`config.mk`:
```
export PLATFORM = sky130hd
export DESIGN_NAME = btb_ctrl
export DESIGN_NICKNAME = d
export VERILOG_FILES = /design/src/rtl/btb_ctrl.sv
export SDC_FILE = /design/constraint.sdc
export NUM_CORES = 1
export LEC_CHECK = 0
export CAP_MARGIN = 5
export CELL_PAD_IN_SITES_DETAIL_PLACEMENT = 1
export CELL_PAD_IN_SITES_GLOBAL_PLACEMENT = 1
export CORE_MARGIN = 2
export CORE_UTILIZATION = 37
export CTS_CLUSTER_DIAMETER = 60
export CTS_CLUSTER_SIZE = 24
export DETAILED_ROUTE_END_ITERATION = 8
export PLACE_DENSITY = 0.73
export SYNTH_ARGS = -nofsm -noshare
export SYNTH_HDL_FRONTEND = slang
export SYNTH_SLANG_ARGS = --single-unit
```
`constraint.sdc`:
```
create_clock -name clk -period 13.7 [get_ports clk]
set_input_delay 1.37 -clock clk [delete_from_list [all_inputs] [get_ports clk]]
set_output_delay 1.37 -clock clk [all_outputs]
set_load 0.02 [all_outputs]
```
`src/rtl/btb_ctrl.sv`:
```
// 2-way set-associative branch target buffer: lookup, update handshake, LRU and sequenced flush.
// Optional BTB_STATS_EN adds saturating lookup/hit counters; otherwise the stat ports read 0.
module btb_ctrl #(
   parameter int ADDR_WIDTH   = 32,
   parameter int BRANCH_PC    = 10,
   parameter int OFFSET_WIDTH = 4,
   parameter int INDEX_WIDTH  = 3,
   parameter int TAG_WIDTH    = BRANCH_PC - (OFFSET_WIDTH + INDEX_WIDTH)
) (
   input  logic                  clk,
   input  logic                  rst,
   input  logic                  lookup_valid,
   input  logic [BRANCH_PC-1:0]  lookup_pc,
   output logic                  lookup_hit,
   output logic [ADDR_WIDTH-1:0] lookup_target,
   input  logic                  upd_valid,
   output logic                  upd_ready,
   input  logic [BRANCH_PC-1:0]  upd_pc,
   input  logic [ADDR_WIDTH-1:0] upd_target,
   input  logic                  upd_taken,
   input  logic                  flush_req,
   output logic                  flush_busy,
   output logic [31:0]           stat_lookups,
   output logic [31:0]           stat_hits
);

   // state  | meaning
   // IDLE   | serving lookups and accepting updates
   // FLUSH  | clearing one set per cycle, lookups return miss
   localparam int SETS = 1 << INDEX_WIDTH;
   localparam int IDX_LO = OFFSET_WIDTH;
   localparam int TAG_LO = OFFSET_WIDTH + INDEX_WIDTH;
   localparam logic [0:0] ST_IDLE  = 1'b0;
   localparam logic [0:0] ST_FLUSH = 1'b1;

   logic [0:0]             state;
   logic [INDEX_WIDTH-1:0] flush_cnt;
   logic [1:0]             valid_q  [SETS];
   logic [TAG_WIDTH-1:0]   tag_q    [SETS][2];
   logic [ADDR_WIDTH-1:0]  target_q [SETS][2];
   logic [SETS-1:0]        lru_q;

   logic                   idle;
   logic [INDEX_WIDTH-1:0] lk_idx, up_idx;
   logic [TAG_WIDTH-1:0]   lk_tag, up_tag;
   logic                   lk_hit0, lk_hit1, lk_hit, lk_way, lk_fire;
   logic [ADDR_WIDTH-1:0]  lk_target;
   logic                   up_hit0, up_hit1, up_hit, up_way, up_fire, victim;
   logic                   unused_pc_bits;

   assign unused_pc_bits = ^{lookup_pc[OFFSET_WIDTH-1:0], upd_pc[OFFSET_WIDTH-1:0]};

   assign idle       = (state == ST_IDLE);
   assign flush_busy = (state == ST_FLUSH);
   assign upd_ready  = idle && !flush_req;

   assign lk_idx    = lookup_pc[TAG_LO-1:IDX_LO];
   assign lk_tag    = lookup_pc[BRANCH_PC-1:TAG_LO];
   assign lk_hit0   = valid_q[lk_idx][0] && (tag_q[lk_idx][0] == lk_tag);
   assign lk_hit1   = valid_q[lk_idx][1] && (tag_q[lk_idx][1] == lk_tag);
   assign lk_hit    = lk_hit0 || lk_hit1;
   assign lk_way    = !lk_hit0;
   assign lk_target = target_q[lk_idx][lk_way];
   assign lk_fire   = lookup_valid && idle;

   assign up_idx  = upd_pc[TAG_LO-1:IDX_LO];
   assign up_tag  = upd_pc[BRANCH_PC-1:TAG_LO];
   assign up_hit0 = valid_q[up_idx][0] && (tag_q[up_idx][0] == up_tag);
   assign up_hit1 = valid_q[up_idx][1] && (tag_q[up_idx][1] == up_tag);
   assign up_hit  = up_hit0 || up_hit1;
   assign up_way  = !up_hit0;
   assign up_fire = upd_valid && upd_ready;

   always_comb begin
      victim = lru_q[up_idx];
      if (!valid_q[up_idx][0])
         victim = 1'b0;
      else if (!valid_q[up_idx][1])
         victim = 1'b1;
   end

   // Update LRU assignments come after the lookup's so a same-set update wins.
   always_ff @(posedge clk or posedge rst) begin
      if (rst) begin
         state         <= ST_IDLE;
         flush_cnt     <= '0;
         lru_q         <= '0;
         lookup_hit    <= 1'b0;
         lookup_target <= '0;
         for (int s = 0; s < SETS; s++)
            valid_q[s] <= 2'b00;
      end else begin
         case (state)
            ST_IDLE: begin
               if (flush_req) begin
                  state     <= ST_FLUSH;
                  flush_cnt <= '0;
               end
            end
            ST_FLUSH: begin
               valid_q[flush_cnt] <= 2'b00;
               lru_q[flush_cnt]   <= 1'b0;
               flush_cnt          <= flush_cnt + INDEX_WIDTH'(1);
               if (flush_cnt == INDEX_WIDTH'(SETS - 1))
                  state <= ST_IDLE;
            end
            default: state <= ST_IDLE;
         endcase

         if (lk_fire) begin
            lookup_hit    <= lk_hit;
            lookup_target <= lk_hit ? lk_target : '0;
            if (lk_hit)
               lru_q[lk_idx] <= ~lk_way;
         end else begin
            lookup_hit <= 1'b0;
            if (lookup_valid)
               lookup_target <= '0;
         end

         if (up_fire) begin
            if (upd_taken) begin
               if (up_hit) begin
                  lru_q[up_idx] <= ~up_way;
               end else begin
                  valid_q[up_idx][victim] <= 1'b1;
                  lru_q[up_idx]           <= ~victim;
               end
            end else if (up_hit) begin
               valid_q[up_idx][up_way] <= 1'b0;
               lru_q[up_idx]           <= up_way;
            end
         end
      end
   end

   // Tag/target payload needs no reset: it is only observed through valid bits.
   always_ff @(posedge clk) begin
      if (up_fire && upd_taken) begin
         if (up_hit) begin
            target_q[up_idx][up_way] <= upd_target;
         end else begin
            tag_q[up_idx][victim]    <= up_tag;
            target_q[up_idx][victim] <= upd_target;
         end
      end
   end

`ifdef BTB_STATS_EN
   logic [31:0] lookups_q, hits_q;

   always_ff @(posedge clk or posedge rst) begin
      if (rst) begin
         lookups_q <= '0;
         hits_q    <= '0;
      end else if (idle && flush_req) begin
         lookups_q <= '0;
         hits_q    <= '0;
      end else if (lk_fire) begin
         if (lookups_q != 32'hFFFF_FFFF)
            lookups_q <= lookups_q + 32'd1;
         if (lk_hit && hits_q != 32'hFFFF_FFFF)
            hits_q <= hits_q + 32'd1;
      end
   end

   assign stat_lookups = lookups_q;
   assign stat_hits    = hits_q;
`else
   assign stat_lookups = '0;
   assign stat_hits    = '0;
`endif

endmodule

```
==> run_summary.xml <==
<?xml version="1.0" encoding="UTF-8"?>
<metrics>
  <group name="grt">
    <metric name="largest_net_degree_at_the_start_of_global_routing" unit="">62</metric>
    <metric name="grt_antenna_before_repair" unit="">4</metric>
    <metric name="grt.total_usage" unit="%">20.9</metric>
    <metric name="global_route_wire_length_before_repair" unit="mm">106</metric>
    <metric name="grt_pass1_vias" unit="">15900</metric>
    <metric name="final_global_route_overflow_total" unit="">0</metric>
  </group>
  <group name="worst_setup_path">
    <metric name="arrival" unit="ps">6120</metric>
    <metric name="endpoint_kind" unit="">register</metric>
    <metric name="start_kind" unit="">input port</metric>
    <metric name="start_to_end_type_of_the_worst_setup_path" unit="">input port to register</metric>
    <metric name="r2r_start" unit="">tag_q[6][3]$_DFFE_PP_</metric>
    <metric name="cpMaxStageDelayCell" unit="">nor4_4</metric>
    <metric name="required" unit="ps">13980</metric>
    <metric name="crit_path_max_fanout" unit="">32</metric>
    <metric name="longest_individual_stage_delay_on_the_worst_path" unit="ps">890</metric>
    <metric name="critPathTopFamily" unit="">simple AND/OR/NAND/NOR gates</metric>
    <metric name="timing.critical_path.cells" unit="">clkdlybuf4s50_1 &gt; buf_4 &gt; nor2b_1 &gt; a221o_1 &gt; a21oi_1 &gt; xnor2_1 &gt; nor4_4 &gt; o21bai_2 &gt; buf_4 &gt; nand2_1 &gt; nor2_4 &gt; buf_4</metric>
    <metric name="startpoint" unit="">upd_pc[5]</metric>
    <metric name="critical-path-top-cell-by-count" unit="">buf_4</metric>
    <metric name="timing.critical_path.buf_inv" unit="">4</metric>
  </group>
  <group name="synthesis">
    <metric name="synth_common_cells" unit="">edfxtp_1 (560), o22ai_1 (232), nor2_1 (102), buf_4 (69), dfrtp_1 (61)</metric>
    <metric name="yosysSeqAreaShare" unit="%">74.5</metric>
    <metric name="synthDominantAreaCellType" unit="">edfxtp_1</metric>
    <metric name="netlist_area" unit="mm²">0.0246</metric>
    <metric name="yosys_register_bits" unit="">621</metric>
    <metric name="ys_types" unit="">65</metric>
    <metric name="syn_avg_cell_area" unit="µm²">15.4</metric>
    <metric name="synth_async_sr_flop_share" unit="%">9.82</metric>
    <metric name="synthCells" unit="">1601</metric>
    <metric name="yosys_warnings" unit="">0</metric>
    <metric name="synthMostInstantiatedCell" unit="">edfxtp_1</metric>
    <metric name="postSynth.topFlopCell" unit="">edfxtp_1</metric>
    <metric name="synth_edf_count" unit="">560</metric>
    <metric name="synth_top_cells_by_area" unit="">edfxtp_1 (68%), dfrtp_1 (6.2%), o22ai_1 (5.9%)</metric>
    <metric name="post-synth-top-area-fraction" unit="%">68.3</metric>
  </group>
  <group name="power_and_ir_drop">
    <metric name="power.leakage" unit="nW">8.91</metric>
    <metric name="logic_pwr_share" unit="%">7.4</metric>
    <metric name="fraction_of_power_consumed_by_the_clock_network" unit="%">36.9</metric>
    <metric name="power.switching_fraction" unit="%">25.0</metric>
    <metric name="ir_drop" unit="mV">0.117</metric>
    <metric name="pwr-share-seq" unit="%">55.7</metric>
    <metric name="power_per_cell_area" unit="mW/mm²">136</metric>
    <metric name="internal_power" unit="mW">2.82</metric>
    <metric name="power_switching" unit="µW">942</metric>
  </group>
  <group name="timing">
    <metric name="rsz0062_at_grt" unit="">no</metric>
    <metric name="period_needed" unit="ps">5840</metric>
    <metric name="timing.setup.tns" unit="ps">0</metric>
    <metric name="final.period_utilization" unit="%">42.7</metric>
    <metric name="slew_headroom" unit="%">31.6</metric>
    <metric name="final-setup-viol-count" unit="">0</metric>
    <metric name="drv_slew" unit="">0</metric>
    <metric name="hold_viol_final" unit="">0</metric>
    <metric name="max_freq" unit="MHz">171</metric>
    <metric name="skew" unit="ps">58.1</metric>
    <metric name="worst_pin_slew" unit="ps">1020</metric>
  </group>
  <group name="detailed_routing">
    <metric name="met3WireLength" unit="mm">4.40</metric>
    <metric name="detailroute.via_count" unit="">15200</metric>
    <metric name="routedWlPerCell" unit="µm">28.1</metric>
    <metric name="vias_per_cell" unit="">5.90</metric>
    <metric name="drt_first_pass_iters" unit="">5</metric>
    <metric name="top_signal_layer_used" unit="">met5</metric>
    <metric name="antenna_left" unit="">0</metric>
    <metric name="wl_met1" unit="mm">30.6</metric>
    <metric name="initialDrtViolationCount" unit="">1469</metric>
    <metric name="drc" unit="">0</metric>
    <metric name="routed_wire_length" unit="mm">72.1</metric>
    <metric name="met2_length" unit="mm">35.0</metric>
  </group>
  <group name="cts">
    <metric name="clk_path_buf_depth" unit="">3</metric>
    <metric name="cts_made_buffers" unit="">42</metric>
    <metric name="worstSkewPairLatency" unit="ps">640</metric>
    <metric name="cts.clk_slew.worst_paths" unit="ps">80</metric>
    <metric name="cts.hold.buffers_added" unit="">0</metric>
    <metric name="cts.htree.levels" unit="">2</metric>
    <metric name="gates_resized_cts_repair" unit="">0</metric>
    <metric name="cts.repair_timing.setup_buffer_count" unit="">0</metric>
    <metric name="cts.root.buffer_cell" unit="">clkbuf_16</metric>
    <metric name="cts_tree" unit="">built</metric>
    <metric name="number_of_sinks_driven_by_the_clock_tree" unit="">621</metric>
  </group>
  <group name="cells_and_area">
    <metric name="area_growth" unit="%">12.7</metric>
    <metric name="post_route_cells_drive_above_1_share" unit="%">10.7</metric>
    <metric name="design.final.nets" unit="">1731</metric>
    <metric name="finish.utilization" unit="%">42.2</metric>
    <metric name="fillerInstances" unit="">6541</metric>
  </group>
  <group name="place">
    <metric name="globalplace.congestion" unit="">0.882</metric>
    <metric name="numPortBuffers" unit="">84</metric>
    <metric name="hpwlAfterDp" unit="mm">39.4</metric>
  </group>
  <group name="flow_run">
    <metric name="drv.max_cap_violation_count" unit="">0</metric>
  </group>
  <group name="hold_path">
    <metric name="hold_path.class" unit="">register to register</metric>
    <metric name="hp-start" unit="">lookup_target[9]$_DFFE_PP0P_</metric>
  </group>
  <group name="floorplan">
    <metric name="rows" unit="">94</metric>
    <metric name="chipHeight" unit="µm">262</metric>
    <metric name="ioPinCount" unit="">157</metric>
    <metric name="placeableCoreArea" unit="mm²">0.0657</metric>
    <metric name="start_util" unit="%">37.4</metric>
    <metric name="chipWidth" unit="µm">262</metric>
    <metric name="floorplan.die_area" unit="mm²">0.0686</metric>
  </group>
  <group name="status">
    <metric name="status" unit="">complete, no violations</metric>
  </group>
</metrics>
-- layout make-up --
type,instances,area [µm²],area share (%)
clock inverters,28,390,1.41
well taps,864,1080,3.90
clock buffers,49,1100,3.96
flip-flops and latches,621,18300,66.1
multi-input cells,854,5590,20.1
diodes,3,7.51,0.0271
inverters,30,113,0.406
repair buffers,122,1110,4.01
-- path summary, 6_finish.rpt --
check / to / slack [ps] / cells past startpoint
hold reg to reg: lookup_target[9]$_DFFE_PP0P_ / 490 / 1
setup / recovery: target_q[2][61]$_DFFE_PP_ / 7860 / 12
max in group asynchronous: lookup_target[31]$_DFFE_PP0P_ / 11700 / 3
setup reg to reg: target_q[2][61]$_DFFE_PP_ / 9220 / 10
min in group asynchronous: lookup_target[2]$_DFFE_PP0P_ / 1300 / 3
hold / removal: lookup_target[9]$_DFFE_PP0P_ / 490 / 1
-- routing by layer --
| metal | track usage, % | up-vias |
|---|---|---|
| met5 | 0 | - |
| met4 | 6.77 | 4 |
| met3 | 3.07 | 134 |
| met2 | 34.6 | 605 |
| met1 | 28.4 | 7979 |
| li1 | - | 6438 |
-- per-stage QoR --
stage,instance area [µm²],power [mW],cells,worst slack [ps],hold WS [ps]
2_1_floorplan,24800,2.31,1664,7980,504
3_3_place_gp,26200,2.40,2491,7360,477
3_5_place_dp,26200,2.42,2491,7290,472
4_1_cts,27700,3.78,2568,7880,501
5_1_grt,27700,3.87,2569,7610,514
6_report,27700,3.77,2571,7860,494
-- state kept, by name (all words and copies together), names as in the netlist --
signal         count
lookup_target     32
lru_q              8
valid_q           16
lookup_hit         1
flush_busy         1
flush_cnt          3
target_q         512
tag_q             48
-- worst reg2reg max path, cell delays in order, from the launching register on --
cell and delay (ps):
edfxtp_1 400, mux4_2 480, and2_1 180, a21oi_1 190, xnor2_1 140, nor4_4 820
o21bai_2 270, buf_4 320, nand2_1 270, nor2_4 610, buf_4 480
-- power groups by stage --
| stage | logic, mW | clock network (mW) | registers (mW) |
|---|---|---|---|
| after floorplan | 0.177 | 0 | 2.14 |
| after global placement | 0.263 | 0 | 2.14 |
| after detailed placement | 0.274 | 0 | 2.14 |
| after CTS | 0.276 | 1.41 | 2.10 |
| after global routing | 0.302 | 1.47 | 2.10 |
| final | 0.277 | 1.39 | 2.10 |
-- cell families after synthesis --
family	Yosys count	synth area share, %
AOI/OAI and AO/OA	442	11.9
xor gates and xnor gates	11	0.392
adders and majority gates	2	0.102
buffers and inverters	189	4.16
DFF	621	74.5
muxes	57	3.15
other	1	0.0152
and+or+nand+nor	278	5.72
-- placed cells by master, fill, tap and decap left out, drive strengths merged, types with 7 or more instances in the layout --
| cell | n |
|---|---|
| edfxtp | 560 |
| o22ai | 232 |
| nor2 | 103 |
| clkdlybuf4s50 | 81 |
| conb | 64 |
| dfrtp | 61 |
| nand2 | 50 |
| clkbuf | 49 |
| a21oi | 47 |
| inv | 42 |
| buf | 41 |
| o21ai | 29 |
| nor4 | 26 |
| mux2i | 22 |
| mux2 | 21 |
| a31oi | 20 |
| or4 | 18 |
| o221ai | 16 |
| a22oi | 16 |
| nor3 | 16 |
| nand3 | 15 |
| mux4 | 14 |
| nor2b | 12 |
| o2bb2ai | 12 |
| o22a | 12 |
| and2 | 12 |
| o211ai | 11 |
| nand2b | 11 |
| clkinv | 11 |
| a221oi | 10 |
| xnor2 | 8 |
| a32oi | 7 |
| a32o | 7 |
(Power assumes the default switching activity.)
